$ cat src/rtl/pattern_line_hflipper.sv
// Horizontal mirror for one packed pattern row on the tile fetch path.
// Provides a same-cycle combinational flipped row and a one-cycle registered
// copy qualified by out_valid, together with a per-pixel opacity mask where
// pixel code 0 is transparent. The mirror reverses whole pixel fields; the
// bit order inside each pixel is preserved.
module pattern_line_hflipper #(
  parameter int PIXELS = 8,
  parameter int BPP    = 2
) (
  input  logic                    clk,
  input  logic                    rst,
  input  logic                    in_valid,
  input  logic [PIXELS*BPP-1:0]   in_line,
  input  logic                    in_hflip,
  output logic [PIXELS*BPP-1:0]   comb_line,
  output logic                    out_valid,
  output logic [PIXELS*BPP-1:0]   out_line,
  output logic [PIXELS-1:0]       out_opaque
);

  localparam int W = PIXELS * BPP;

  // Reject geometries that make no sense for a pattern row.
  generate
    if (PIXELS < 1) begin : g_bad_pixels
      $error("pattern_line_hflipper: PIXELS must be at least 1");
    end
    if (BPP < 1) begin : g_bad_bpp
      $error("pattern_line_hflipper: BPP must be at least 1");
    end
  endgenerate

  logic [W-1:0]      mirrored_line;
  logic [W-1:0]      flipped_line;
  logic [PIXELS-1:0] flipped_mask;

  // Output pixel i takes input pixel PIXELS-1-i; pixel 0 lives in the MSBs.
  // With a single pixel this collapses to a straight wire.
  genvar gi;
  generate
    for (gi = 0; gi < PIXELS; gi++) begin : g_mirror
      assign mirrored_line[W-1-gi*BPP -: BPP] =
        in_line[W-1-(PIXELS-1-gi)*BPP -: BPP];
    end
  endgenerate

  // Select mirrored or untouched row; used both combinationally and for the register.
  always_comb begin
    flipped_line = in_line;
    if (in_hflip) begin
      flipped_line = mirrored_line;
    end
  end

  // Opacity is derived from the already-flipped row so it lines up with out_line.
  generate
    for (gi = 0; gi < PIXELS; gi++) begin : g_mask
      assign flipped_mask[PIXELS-1-gi] = |flipped_line[W-1-gi*BPP -: BPP];
    end
  endgenerate

  assign comb_line = flipped_line;

  logic              valid_q,  valid_d;
  logic [W-1:0]      line_q,   line_d;
  logic [PIXELS-1:0] opaque_q, opaque_d;

  // Capture a new row whenever one is offered; otherwise keep the last row and drop valid.
  always_comb begin
    valid_d  = 1'b0;
    line_d   = line_q;
    opaque_d = opaque_q;
    if (in_valid) begin
      valid_d  = 1'b1;
      line_d   = flipped_line;
      opaque_d = flipped_mask;
    end
  end

  // Output register; reset wins over any row presented in the same cycle.
  always_ff @(posedge clk) begin
    if (rst) begin
      valid_q  <= 1'b0;
      line_q   <= '0;
      opaque_q <= '0;
    end else begin
      valid_q  <= valid_d;
      line_q   <= line_d;
      opaque_q <= opaque_d;
    end
  end

  assign out_valid  = valid_q;
  assign out_line   = line_q;
  assign out_opaque = opaque_q;

endmodule

$ cat config.mk
export PLATFORM = sky130hd
export DESIGN_NAME = pattern_line_hflipper
export DESIGN_NICKNAME = d
export VERILOG_FILES = /design/src/rtl/pattern_line_hflipper.sv
export SDC_FILE = /design/constraint.sdc
export NUM_CORES = 1
export LEC_CHECK = 0
export ABC_CLOCK_PERIOD_IN_PS = 1200
export CORE_MARGIN = 8
export CORE_UTILIZATION = 39
export DETAILED_ROUTE_END_ITERATION = 10
export PLACE_DENSITY = 0.78
export SYNTH_ARGS = -nofsm -noshare
export SYNTH_HDL_FRONTEND = slang
export SYNTH_SLANG_ARGS = --single-unit
$ cat constraint.sdc
create_clock -name clk -period 1.2 [get_ports clk]
set_input_delay 0.24 -clock clk [delete_from_list [all_inputs] [get_ports clk]]
set_output_delay 0.24 -clock clk [all_outputs]
set_load 0.03 [all_outputs]
==> results of run 1 <==
-- worst min-delay path, cell delays in order --
cell	delay [ps]
buf_2	90
mux2_2	150
nor2_1	40
nor3_1	100
-- synth_stat cells --
library cell | n | area share
nor2_1 | 41 | 0.13
nor2b_4 | 1 | 0.011
inv_4 | 1 | 0.0052
or2_2 | 8 | 0.041
buf_2 | 3 | 0.012
mux2_2 | 6 | 0.056
nor3_2 | 2 | 0.017
dfxtp_1 | 25 | 0.41
and2_4 | 1 | 0.0072
buf_6 | 4 | 0.037
nor3_1 | 14 | 0.058
a222oi_1 | 8 | 0.066
clkbuf_1 | 3 | 0.0093
buf_12 | 1 | 0.017
mux2_4 | 10 | 0.12
-- metrics by stage --
step	total power, mW	setup WS, ps
6_report	2.11	2.78
5_1_grt	2.22	-4.08
4_1_cts	2.12	2.06
3_5_place_dp	1.73	-927
3_3_place_gp	1.71	-899
2_1_floorplan	1.40	47.5
-- cell type report --
class                           count  share of cell area
Clock buffer                        3              0.0117
Clock inverter                      1             0.00389
Inverter                            1             0.00324
Multi-Input combinational cell     91               0.320
Sequential cell                    25               0.259
Tap cell                           33              0.0214
Timing Repair Buffer               79               0.380
-- where the power goes --
part	internal, mW	leakage, nW	switching, mW
clock	0.127	0.0139	0.253
sequential	0.893	0.208	0.0369
combinational	0.371	0.692	0.433
-- layout by cell type (no fill, tap or decap) --
cell             instances
mux2_4                  11
a222oi_1                 8
buf_4                   38
mux2_2                   5
nor2b_4                  1
clkinvlp_4               1
dfxtp_1                 25
nor2_1                  41
clkdlybuf4s15_1          1
clkdlybuf4s15_2          4
or2_2                    8
buf_6                   13
dlygate4sd2_1            8
buf_12                   5
nor3_1                  14
buf_16                   1
nor3_2                   2
and2_4                   1
buf_2                    8
inv_4                    1
clkdlybuf4s50_1          1
clkbuf_4                 3
-- logic make-up (layout without fill, tap and decap cells) --
| kind of cell | Yosys count | after routing | share of synthesized area |
|---|---|---|---|
| flops | 25 | 25 | 0.413 |
| mux | 16 | 16 | 0.180 |
| buf+inv | 12 | 84 | 0.0805 |
| compound gates | 8 | 8 | 0.0661 |
| simple gates | 67 | 67 | 0.261 |
-- sequential cells by signal, indices dropped and copies added, names as in the netlist --
signal	cells
out_line	16
out_opaque	8
out_valid	1
-- layer usage --
layer,GRT usage,wire length (microns),share of wire
met5,0,0,0
met4,0.0590,82,0.021
met3,0.0391,329,0.085
met2,0.274,2030,0.52
met1,0.158,1450,0.37
-- how the worst max path moves through the flow --
| stage | cells past startpoint | slack, ps | startpoint | end |
|---|---|---|---|---|
| after CTS | 4 | 2 | in_line[3] | comb_line[13] |
| after global routing | 4 | -4 | in_hflip | comb_line[10] |
| after global placement | 3 | -900 | in_hflip | comb_line[0] |
| after floorplan | 5 | 50 | in_hflip | out_line[10]$_SDFFE_PP0P_ |
| after detailed placement | 3 | -930 | in_hflip | comb_line[4] |
| final | 4 | 3 | in_hflip | comb_line[14] |
-- repair_timing --
item,in CTS,in global routing
gates cloned,1,0
resized for setup,89,2
hold buffers,0,0
endpoints found under the setup margin,38,4
setup buffers,4,1
==> flow_metrics.tcl, run 1 <==
set metrics [dict create \
    endpoint_kind "primary output" \
    syn_inst 128 \
    ys_seq_area_frac 0.413 \
    crit_path_top_delay_cell "mux2_4" \
    min_from "in_line[3]" \
    drt_iter0_drc 86 \
    synth.avg_cell_area_sq_um 9.47 \
    status "completed" \
    synth_warnings 0 \
    r2r_start "out_opaque[1]$_SDFFE_PP0P_" \
    cts_tree "done" \
    setup_viol 0 \
    clock_tree.htree_level_count 1 \
    final_util 0.643 \
    fin_worst_skew_ps 0 \
    via_count 1224 \
    finalHoldViolCount 0 \
    rows 20 \
    tns_ps 0 \
    reg2reg_setup_slack_ps 310 \
    gr-total-overflow 0 \
    viasPerCell 5.25 \
    finalCriticalPeriod_ps 1200 \
    cpPeakStageDelay_ps 310 \
    hold_path_end "out_line[3]$_SDFFE_PP0P_" \
    num-fill-cells 266 \
    synthesis.area_sq_um 1210 \
    ant_nets 0 \
    antenna_cells 0 \
    slew-limit-headroom 0.787 \
    place_area_sq_um 1850 \
    area_growth_pct 59.2 \
    path_cells "buf_12, buf_16, mux2_4, buf_6" \
    p_per_area_nw_per_um2 1090 \
    maxCapViolations 0 \
    num-nets-final 221 \
    port_buffers 60 \
    fp.dieH_microns 71.8 \
    grt_pass1_vias 1277 \
    rsz0062_at_grt "yes" \
    holdWs_ps 344 \
    final-seq-area_sq_um 500 \
    dr.pass1.iters 7 \
    period_share 0.998 \
    drc 0 \
    r2r_cells 2 \
    ir_drop_mv 0.578 \
    grt_pass1_wl_mm 6.27 \
    cts_buffers 3 \
    gp_congestion 0.788 \
    yosys.cell_types.count 15 \
    crit_path_start_kind "input pin" \
    antenna_found_initial 0 \
    cts.sinks 25 \
    grt_usage 0.150 \
    worstHoldPathCells 4 \
    critical_path_buf_inv_count 3 \
    hold_path.class "input pin to flop" \
    clock.fmax_mhz 835 \
    r2r-end "out_opaque[1]$_SDFFE_PP0P_" \
    drive_gt1_frac 0.510 \
    dp.cells 228 \
    finalNonFillerCells 233 \
    wl_mm 3.89 \
    insertion_delay_ps 310 \
    synth-seq-cells 25 \
    cp.arrival_ps 960 \
    die_w_microns 71.8 \
    worst_pin_slew_ps 320 \
    power.leakage_nw 0.914 \
    design_area_sq_um 1930 \
    cp_data_required_time_ps 960 \
    syn_nets 148 \
    hpwlAfterDp_mm 3.07 \
    grt_max_degree 26 \
    fp.coreArea_sq_um 3000 \
    initial_core_util 0.404 \
    critPathMaxFanout 8 \
    worst-setup-path-type "input pin to primary output" \
    slew_viol_final 0 \
    wl_per_cell_microns 16.7 \
    clk_pin_slew_ps 140 \
    cts_buffer_depth 2 \
    ios 61 \
    cts-root-buf "clkbuf_4" \
    multi_input_area_sq_um 618 \
    die-area_sq_um 5150 \
    cp_top_family "buffers and inverters" \
]
(Power assumes the default switching activity.)
==> run 2: changes to the inputs <==
--- a/config.mk
+++ b/config.mk
@@ -8,8 +8,11 @@
 export ABC_CLOCK_PERIOD_IN_PS = 1200
 export CORE_MARGIN = 8
 export CORE_UTILIZATION = 39
+export CTS_CLUSTER_DIAMETER = 100
 export DETAILED_ROUTE_END_ITERATION = 10
 export PLACE_DENSITY = 0.78
+export RECOVER_POWER = 25
+export REMOVE_ABC_BUFFERS = 1
 export SYNTH_ARGS = -nofsm -noshare
 export SYNTH_HDL_FRONTEND = slang
 export SYNTH_SLANG_ARGS = --single-unit
==> flow_metrics.tcl, run 2 (synthesis results as in run 1) <==
set metrics [dict create \
    clk_pin_slew_ps 140 \
    tns_ps -655 \
    cts_buffer_depth 2 \
    area_growth_pct 57.3 \
    setup_viol 9 \
    largest_reg_flops 16 \
    ir_drop_mv 0.552 \
    r2r-end "out_opaque[2]$_SDFFE_PP0P_" \
    power_frac_clock 0.189 \
    final_cell_mix "buf_4, nor2_1, dfxtp_1, buf_6, nor3_1" \
    drive_gt1_frac 0.485 \
    maxCapViolations 0 \
    finalHoldViolCount 0 \
    num-nets-final 225 \
    r2r_start "out_opaque[2]$_SDFFE_PP0P_" \
    cts_buffers 3 \
    cts_tree "done" \
    cts.sinks 25 \
    reg2reg_setup_slack_ps 320 \
    endpoint_kind "primary output" \
    holdWs_ps 342 \
    ant_nets 0 \
    power.total_mw 2.11 \
    rows 20 \
    swShare 0.347 \
    worst-setup-path-type "input pin to primary output" \
    initial_core_util 0.404 \
    critPathMaxFanout 6 \
    internal-power_mw 1.38 \
    ios 61 \
    via_count 1228 \
    p_comb_frac 0.372 \
    hold_path_end "out_line[4]$_SDFFE_PP0P_" \
    wl_per_cell_microns 16.0 \
    die-area_sq_um 5150 \
    finalCriticalPeriod_ps 1290 \
    cp_data_required_time_ps 960 \
    rsz0062_at_grt "yes" \
    insertion_delay_ps 330 \
    fp.coreArea_sq_um 3000 \
    fin_ws_ps -85.5 \
    die_w_microns 71.8 \
    viasPerCell 5.18 \
    gp_congestion 0.822 \
    gr-total-overflow 0 \
    drc 0 \
    cpPeakStageDelay_ps 310 \
    preCtsSetupSlack_ps -957 \
    slew-limit-headroom 0.653 \
    min_from "in_line[10]" \
    port_buffers 60 \
    grt_pass1_vias 1247 \
    path_cells "buf_8, buf_6, buf_8, mux2_4, buf_6" \
    crit_path_start_kind "input pin" \
    final_common_cell "buf_4" \
    hpwlAfterDp_mm 2.96 \
    hold_path.class "input pin to flop" \
    r2r_cells 2 \
    grt_usage 0.144 \
    p_per_area_nw_per_um2 1110 \
    cp.arrival_ps 1050 \
    antenna_cells 0 \
    fp.dieH_microns 71.8 \
    final_util 0.635 \
    worstHoldPathCells 4 \
    crit_path_top_delay_cell "mux2_4" \
    p_switching_uw 730 \
    wl_mm 3.78 \
    slew_viol_final 0 \
    power.leakage_nw 0.932 \
    failed_checks "negative setup slack" \
    drt_iter0_drc 77 \
    fin_worst_skew_ps 0 \
    worst_pin_slew_ps 520 \
    dr.pass1.iters 5 \
    grt_max_degree 26 \
    grt_pass1_wl_mm 6.03 \
    seq_power_share 0.439 \
    period_share 1.07 \
    clock_tree.htree_level_count 1 \
    clock.fmax_mhz 778 \
    antenna_found_initial 0 \
    status "finished with violations" \
    cts-root-buf "clkbuf_4" \
]
run 2: changes by cell type in the layout (fill, tap and decap cells not counted), moves of 4 or more:
cell | previous run | this run
buf_12 | 5 | 0
buf_2 | 8 | 3
buf_4 | 38 | 44
buf_6 | 13 | 17
clkdlybuf4s15_1 | 1 | 5
clkdlybuf4s15_2 | 4 | 0
run 2: final cells by class:
cell class / count / area, sq um
Clock buffer: 3 / 22.5
Sequential cell: 25 / 500
Fill cell: 270 / 1100
Tap cell: 33 / 41.3
Multi-Input combinational cell: 91 / 612
Timing Repair Buffer: 83 / 719
Inverter: 1 / 6.26
Clock inverter: 1 / 5.00
run 2: power groups by stage:
stage	clock network (mW)	registers, mW	logic [mW]
2_1_floorplan	0	1.06	0.281
4_1_cts	0.402	0.926	0.793
3_3_place_gp	0	0.940	0.756
3_5_place_dp	0	0.944	0.773
5_1_grt	0.443	0.932	0.831
6_report	0.398	0.925	0.784
run 2: worst max-delay path, delay by kind of cell:
family                 cells  cell delay, ps
buffers and inverters      4             490
multiplexers               1             310
run 2: what timing repair did:
action / CTS / global route
setup buffers: 4 / 0
setup endpoints to repair: 37 / 17
gates resized for setup: 84 / 10
hold buffers: 0 / 0
run 2: how the worst max path moves through the flow:
stage	depth (start not counted)	slack (ps)	from	end
final	5	-90	in_hflip	comb_line[6]
after global routing	5	-100	in_hflip	comb_line[12]
after CTS	5	-80	in_hflip	comb_line[6]
after detailed placement	4	-960	in_hflip	comb_line[4]
after global placement	4	-940	in_hflip	comb_line[4]
after floorplan	3	210	in_line[14]	out_opaque[0]$_SDFFE_PP0P_
run 2: routing by layer:
metal	track usage	routed length, microns	vias up
met5	0	0	-
met1	0.154	1440	589
met3	0.0237	158	9
met4	0.0726	101	0
li1	-	-	592
met2	0.265	2080	38
run 2: per-stage QoR:
stage	cell area [sq um]	cells
2_1_floorplan	1120	117
3_3_place_gp	1830	229
3_5_place_dp	1830	229
4_1_cts	1920	237
5_1_grt	1910	237
6_report	1910	237
==> run 3: changes to the inputs <==
--- a/config.mk
+++ b/config.mk
@@ -6,10 +6,11 @@
 export NUM_CORES = 1
 export LEC_CHECK = 0
 export ABC_CLOCK_PERIOD_IN_PS = 1200
-export CORE_MARGIN = 8
 export CORE_UTILIZATION = 39
+export CTS_BUF_LIST = sky130_fd_sc_hd__clkbuf_16
 export CTS_CLUSTER_DIAMETER = 100
 export DETAILED_ROUTE_END_ITERATION = 10
+export GPL_ROUTABILITY_DRIVEN = 0
 export PLACE_DENSITY = 0.78
 export RECOVER_POWER = 25
 export REMOVE_ABC_BUFFERS = 1
==> flow_metrics.tcl, run 3 (synthesis results as in run 1) <==
set metrics [dict create \
    power.leakage_nw 0.984 \
    via_count 1241 \
    slew_viol_final 0 \
    place_area_sq_um 1850 \
    fin_ws_ps -109 \
    grt_pass1_wl_mm 5.69 \
    status "finished with violations" \
    power.total_mw 2.49 \
    drive_gt1_frac 0.517 \
    rows 19 \
    die_w_microns 57.8 \
    crit_path_start_kind "input pin" \
    wl_mm 3.67 \
    drc 7 \
    slew-limit-headroom 0.649 \
    setup_viol 7 \
    cts.sinks 25 \
    grt_max_degree 26 \
    holdWs_ps 417 \
    swShare 0.305 \
    hpwlAfterDp_mm 2.37 \
    multi_input_area_sq_um 619 \
    dr.pass1.iters 7 \
    p_switching_uw 759 \
    clock.fmax_mhz 764 \
    worst-setup-path-type "input pin to primary output" \
    grt_usage 0.223 \
    worst_pin_slew_ps 526 \
    hold_path.class "input pin to flop" \
    p_per_area_nw_per_um2 1230 \
    fp.dieH_microns 57.8 \
    maxCapViolations 0 \
    antenna_found_initial 0 \
    insertion_delay_ps 260 \
    seq_power_share 0.371 \
    finalCriticalPeriod_ps 1310 \
    antenna_cells 0 \
    port_buffers 60 \
    cts_buffers 3 \
    wl_per_cell_microns 15.4 \
    largest_reg_flops 16 \
    grt_pass1_vias 1243 \
    ant_nets 0 \
    final_common_cell "buf_4" \
    clk_pin_slew_ps 70 \
    rsz0062_at_grt "yes" \
    design_area_sq_um 2020 \
    clock_tree.htree_level_count 1 \
    final_util 0.707 \
    cts-root-buf "clkbuf_16" \
    num-fill-cells 219 \
    fp.coreArea_sq_um 2850 \
    ios 61 \
    area_growth_pct 66.4 \
    fin_worst_skew_ps 0 \
    endpoint_kind "primary output" \
    cts_tree "done" \
    cp.arrival_ps 1070 \
    cts_buffer_depth 2 \
    critPathMaxFanout 7 \
    internal-power_mw 1.73 \
    ir_drop_mv 0.640 \
    finalHoldViolCount 0 \
    cp_data_required_time_ps 960 \
    period_share 1.09 \
    power_frac_clock 0.298 \
    p_comb_frac 0.331 \
    drt_iter0_drc 92 \
    num-nets-final 228 \
    final_cell_mix "buf_4, nor2_1, dfxtp_1, buf_6, nor3_1" \
    final-seq-area_sq_um 500 \
    failed_checks "design-rule violations, negative setup slack" \
    gr-total-overflow 0 \
    die-area_sq_um 3340 \
    viasPerCell 5.21 \
    initial_core_util 0.425 \
]
==> run 3: changes by cell type in the layout (fill, tap and decap cells not counted), moves of 2 or more <==
cell,change
clkdlybuf4s15_1,-3
clkbuf_4,-3
buf_12,+2
clkdlybuf4s15_2,+2
buf_2,+2
mux2_2,-2
clkbuf_16,+3
mux2_4,+2
==> run 3: metrics by stage <==
stage / std cells / setup TNS [ps] / setup slack (ps)
floorplan: 117 / 0 / 209
global placement: 228 / -19000 / -901
detailed placement: 228 / -19320 / -907
CTS: 234 / -567 / -101
global route: 238 / -674 / -115
finish: 238 / -571 / -109
==> run 3: metal layers <==
metal | track usage | up-vias | wire length, microns
met3 | 0.0469 | 8 | 280
met1 | 0.251 | 585 | 1530
met4 | 0.0884 | 0 | 58
li1 | - | 597 | -
met5 | 0 | - | 0
met2 | 0.410 | 51 | 1790
==> run 3: area by class of cell <==
cell class | count | share of cell area
multi-input combinational | 91 | 0.307
clock inverter | 1 | 0.00248
tap | 31 | 0.0192
inverter | 1 | 0.00310
clock buffer | 3 | 0.0372
sequential | 25 | 0.248
timing repair buffer | 86 | 0.383
==> run 3: path summary, 6_finish.rpt <==
check / from / to / slack, ps / depth (start not counted)
max: in_hflip / comb_line[9] / -110 / 5
max reg2reg: out_opaque[7]$_SDFFE_PP0P_ / out_opaque[7]$_SDFFE_PP0P_ / 320 / 2
min reg2reg: out_line[1]$_SDFFE_PP0P_ / out_line[1]$_SDFFE_PP0P_ / 480 / 2
min: in_line[14] / out_line[0]$_SDFFE_PP0P_ / 420 / 4
==> run 3: worst max-delay path, stage by stage <==
cell    delay (ps)
buf_12         110
buf_12         140
buf_8          120
mux2_4         310
buf_6          140
==> run 3: what timing repair did <==
item,4_1_cts,5_1_grt
setup endpoints to repair,40,11
hold buffers,0,0
gates resized for setup,104,5
pin swaps,1,0
gates cloned,1,0
buffers inserted,3,4
==> run 3: power by group through the flow <==
stage	registers (mW)	clock network [mW]	logic, mW
after global placement	0.939	0	0.755
after detailed placement	0.942	0	0.769
after floorplan	1.06	0	0.281
after CTS	0.924	0.761	0.817
final	0.925	0.741	0.824
after global routing	0.931	0.795	0.867
